### config.mk
export PLATFORM = sky130hd
export DESIGN_NAME = mem_port_arbiter
export DESIGN_NICKNAME = d
export VERILOG_FILES = /design/src/rtl/mem_port_arbiter.sv
export SDC_FILE = /design/constraint.sdc
export NUM_CORES = 1
export LEC_CHECK = 0
export CAP_MARGIN = 5
export CORE_AREA = 2 2 117 119
export DETAILED_ROUTE_END_ITERATION = 16
export DIE_AREA = 0 0 119 121
export DONT_BUFFER_PORTS = 1
export PLACE_DENSITY = 0.7
export SETUP_SLACK_MARGIN = 0.2
export SYNTH_ARGS = -nofsm -noshare
export SYNTH_HDL_FRONTEND = slang
export SYNTH_SLANG_ARGS = --single-unit
### constraint.sdc
create_clock -name clk -period 1.71 [get_ports clk]
set_input_delay 0.342 -clock clk [delete_from_list [all_inputs] [get_ports clk]]
set_output_delay 0.342 -clock clk [all_outputs]
set_load 0.005 [all_outputs]
### src/rtl/mem_port_arbiter.sv
// Two-port round-robin arbiter in front of the unified instruction/data memory.
// Turns a held valid from the CPU (C) or loader/debug port (D) into one memory access with timeout.
module mem_port_arbiter #(
   parameter int ADDR_W  = 32,
   parameter int DATA_W  = 32,
   parameter int TIMEOUT = 15
) (
   input  logic              clk,
   input  logic              reset,

   input  logic              c_valid,
   input  logic              c_we,
   input  logic [ADDR_W-1:0] c_addr,
   input  logic [DATA_W-1:0] c_wdata,
   output logic              c_done,
   output logic              c_err,
   output logic [DATA_W-1:0] c_rdata,

   input  logic              d_valid,
   input  logic              d_we,
   input  logic [ADDR_W-1:0] d_addr,
   input  logic [DATA_W-1:0] d_wdata,
   output logic              d_done,
   output logic              d_err,
   output logic [DATA_W-1:0] d_rdata,

   output logic              m_req,
   output logic              m_we,
   output logic [ADDR_W-1:0] m_addr,
   output logic [DATA_W-1:0] m_wdata,
   input  logic [DATA_W-1:0] m_rdata,
   input  logic              m_ready,

   output logic              cpu_stall,
   output logic              busy
);

   localparam int CNT_W = (TIMEOUT > 1) ? $clog2(TIMEOUT) : 1;
   localparam logic [CNT_W-1:0] TOUT_LAST = CNT_W'(TIMEOUT - 1);

   typedef enum logic [1:0] {
      IDLE   = 2'd0,
      ACCESS = 2'd1,
      RESP   = 2'd2
   } state_t;

   state_t            r_state;
   logic              r_lastD;
   logic              r_grantD;
   logic [CNT_W-1:0]  r_tout;
   logic              r_mReq;
   logic              r_mWe;
   logic [ADDR_W-1:0] r_mAddr;
   logic [DATA_W-1:0] r_mWdata;
   logic              r_cDone;
   logic              r_cErr;
   logic [DATA_W-1:0] r_cRdata;
   logic              r_dDone;
   logic              r_dErr;
   logic [DATA_W-1:0] r_dRdata;

   logic              w_anyValid;
   logic              w_pickD;

   // D wins only when C is idle or when C was the last port served.
   assign w_anyValid = c_valid | d_valid;
   assign w_pickD    = d_valid & (~c_valid | ~r_lastD);

   always_ff @(posedge clk or negedge reset) begin
      if (!reset) begin
         r_state  <= IDLE;
         r_lastD  <= 1'b1;
         r_grantD <= 1'b0;
         r_tout   <= '0;
         r_mReq   <= 1'b0;
         r_mWe    <= 1'b0;
         r_mAddr  <= '0;
         r_mWdata <= '0;
         r_cDone  <= 1'b0;
         r_cErr   <= 1'b0;
         r_cRdata <= '0;
         r_dDone  <= 1'b0;
         r_dErr   <= 1'b0;
         r_dRdata <= '0;
      end else begin
         unique case (r_state)
            IDLE: begin
               if (w_anyValid) begin
                  r_grantD <= w_pickD;
                  r_lastD  <= w_pickD;
                  r_mWe    <= w_pickD ? d_we    : c_we;
                  r_mAddr  <= w_pickD ? d_addr  : c_addr;
                  r_mWdata <= w_pickD ? d_wdata : c_wdata;
                  r_mReq   <= 1'b1;
                  r_tout   <= '0;
                  r_state  <= ACCESS;
               end
            end
            ACCESS: begin
               if (m_ready) begin
                  if (!r_mWe) begin
                     if (r_grantD) r_dRdata <= m_rdata;
                     else          r_cRdata <= m_rdata;
                  end
                  r_mReq  <= 1'b0;
                  r_cDone <= ~r_grantD;
                  r_dDone <= r_grantD;
                  r_state <= RESP;
               end else if (r_tout == TOUT_LAST) begin
                  // Hung access: report completion with error, leave read data untouched.
                  r_mReq  <= 1'b0;
                  r_cDone <= ~r_grantD;
                  r_cErr  <= ~r_grantD;
                  r_dDone <= r_grantD;
                  r_dErr  <= r_grantD;
                  r_state <= RESP;
               end else begin
                  r_tout <= r_tout + CNT_W'(1);
               end
            end
            RESP: begin
               r_cDone <= 1'b0;
               r_cErr  <= 1'b0;
               r_dDone <= 1'b0;
               r_dErr  <= 1'b0;
               r_state <= IDLE;
            end
            default: begin
               r_state <= IDLE;
            end
         endcase
      end
   end

   assign m_req     = r_mReq;
   assign m_we      = r_mWe;
   assign m_addr    = r_mAddr;
   assign m_wdata   = r_mWdata;
   assign c_done    = r_cDone;
   assign c_err     = r_cErr;
   assign c_rdata   = r_cRdata;
   assign d_done    = r_dDone;
   assign d_err     = r_dErr;
   assign d_rdata   = r_dRdata;
   assign cpu_stall = c_valid & ~r_cDone;
   assign busy      = (r_state != IDLE);

endmodule

==> results.yml <==
yosys:
  synth_mux_area_frac: 0.227
  synth.distinct_cells: 37
  synth_nets: 667
  ys_top_cells_by_count: "dfrtp_1, o21ai_0, mux2_2, mux2i_1, clkbuf_1"
  synthAdderAreaFrac: 0.00404
  synth_flop_cell: "dfrtp_1"
  synth_warnings: 0
  synth_edf_count: 0
  synthCells: 498
  synth_xor_area_frac: 0
  synth.most_common_cell: "dfrtp_1"
  yosys.area_share.simple: 0.0277
  ys_seq_area_frac: 0.574
  ys_seq_elements: 142
  ys_async_sr_fraction: 1.00
  netlist_area_um2: 6190
  synth_compound_area_frac: 0.133
  yosys.area.top_type: "dfrtp_1"
  synth.area.top_cells: "dfrtp_1, mux2_2, mux2i_1, o21ai_0, clkbuf_1"
  synthesis.area_per_instance_um2: 12.4
  synth_top_area_share: 0.570
  synth_top_family_by_area: "multiplexers"
setup_path:
  timing.critical_path.from: "r_state[0]"
  crit_required_ps: 1990
  start_kind: "flop"
  r2r_end: "c_rdata[29]"
  r2r_cells: 6
  cp_max_fo: 8
  cp-end-kind: "flop"
  reg2reg_from: "r_state[0]"
  crit_arrival_ps: 1950
  criticalPathCategory: "reg2reg"
  endpoint: "c_rdata[29]"
  rrSetupSlack_ps: 40
global_routing:
  grt_pass1_wl_um: 21700
  grt_usage: 0.197
  grt_pass1_vias: 4082
  grt-ovfl-total: 0
  grt_max_degree: 143
  grt_antenna_before_repair: 0
clocking:
  cts_max_path_buffers: 2
  clkSinkCount: 142
  htreeDepth: 4
  path_clk_slew_ps: 60
  clock-root-buffer: "clkbuf_16"
  numCtsBuffers: 17
  cts_tree: "built"
  clock_latency_ps: 420
cells_and_area:
  area_delta_synth_final_pct: 20.2
  fin_cells: 696
  n_antenna_cell: 0
  drive_gt1_frac: 0.279
  final_util: 0.568
  final_nets: 677
sta:
  hold_slack_ps: -377
  fin_setup_tns_ps: 0
  final.period_utilization: 0.976
  setup_viol: 0
  fmaxAchievable_mhz: 599
  tightest_slew_ps: 512
  final_max_slew_viol_count: 0
  finClkSkew_ps: 17.6
  relSlewSlack: 0.656
  hold_viol_final: 142
  fin_crit_ps: 1670
  rsz0062_at_grt: "yes"
power_and_ir_drop:
  cellLeakagePower_nw: 3.41
  power_density_nw_per_um2: 1900
  ir_drop_v: 0.000763
floorplan:
  die_w_um: 119
  fp.dieH_um: 121
  io_pins: 303
  coreArea_um2: 13100
  dieArea_um2: 14400
  start_util: 0.473
  num_rows: 42
drt:
  via_per_inst: 5.91
  ant_nets: 0
  wire_per_inst_um: 22.6
  drtIter0Drc: 207
  dr_total_vias: 4111
  drtPass1Iterations: 5
  totalWireLength_um: 15700
  route.detailed.drc: 0
hold_path:
  hp-class: "in2async"
place:
  hpwl_um: 9930
  gp_congestion: 0.796
  place_inst: 651
  portBuffers: 0
run:
  drv_cap: 0
outcome:
  status: "finished with violations"
  violations: "negative hold slack"
worst max-delay path: stages (launching register included):
cell	delay [ps]
dfrtp_1	380
buf_6	130
nand2b_4	60
nor4b_4	280
buf_6	190
buf_8	160
mux2_2	340
flip-flops by register name, indices dropped and copies added (netlist names), 2 cells and up:
name	count
c_rdata	32
d_rdata	32
m_addr	32
m_wdata	32
r_state	2
r_tout	4
per-layer routing:
| layer | up-vias | wire, µm | track usage |
|---|---|---|---|
| met2 | 215 | 8280 | 0.340 |
| met3 | 19 | 1330 | 0.0634 |
| met1 | 2046 | 5850 | 0.224 |
| met5 | - | 0 | 0 |
| met4 | 0 | 282 | 0.0863 |
| li1 | 1831 | - | - |
cell type report:
cell class	count	area (µm²)
fill	1037	5650
sequential	142	3550
multi-input combinational	313	2670
clock buffer	22	484
timing repair buffer	31	412
tap	176	220
clock inverter	9	85.1
inverter	3	11.3
where the power goes:
group / internal [mW] / switching, mW / leakage (nW)
clock: 2.14 / 1.34 / 0.274
combinational: 2.35 / 1.85 / 1.40
sequential: 5.01 / 1.42 / 1.73
what timing repair did:
action,4_1_cts,5_1_grt
pin swaps,0,4
setup endpoints to repair,137,105
resized for setup,13,69
gates cloned,1,6
setup buffers,2,5
endpoints found under the hold margin,142,142
cell usage in the layout (no fill, tap or decap), types with 2 or more instances in the layout:
master and instances:
a211o_1 2, a21o_1 2, a21oi_1 3, a31o_2 3, and3_1 5, buf_12 5, buf_4 15, buf_6 5
clkbuf_16 21, clkbuf_8 4, clkinv_2 3, clkinvlp_4 3, dfrtp_1 141, inv_1 3, mux2_2 16, mux2_4 50
mux2i_1 66, nand3_1 3, nor2b_1 2, nor3_1 2, o211ai_1 4, o21ai_0 120, o21ai_1 13, o311ai_2 2
or2_4 2
how the worst min path moves through the flow:
stage	endpoint	cells past startpoint	slack, ps	from
6_report	m_wdata[7]	0	-380	reset
5_1_grt	d_rdata[12]	0	-400	reset
4_1_cts	r_tout[1]	0	-400	reset
3_5_place_dp	d_rdata[26]	0	50	reset
3_3_place_gp	c_rdata[26]	0	50	reset
2_1_floorplan	c_done	0	50	reset
logic make-up after synthesis:
kind of cell / count (synthesis)
muxes: 132
and+or+nand+nor: 25
adders and majority gates: 2
buffers and inverters: 43
AOI/OAI and AO/OA: 154
DFF: 142
metrics by stage:
stage	instance area, µm²	power [mW]	worst slack, ps
floorplan	6200	8.57	59.2
global placement	6410	9.47	141
detailed placement	6410	9.71	88.7
CTS	7040	13.4	73.9
global route	7440	15.0	-4.44
finish	7440	14.1	41.3
(Power assumes the default switching activity.)
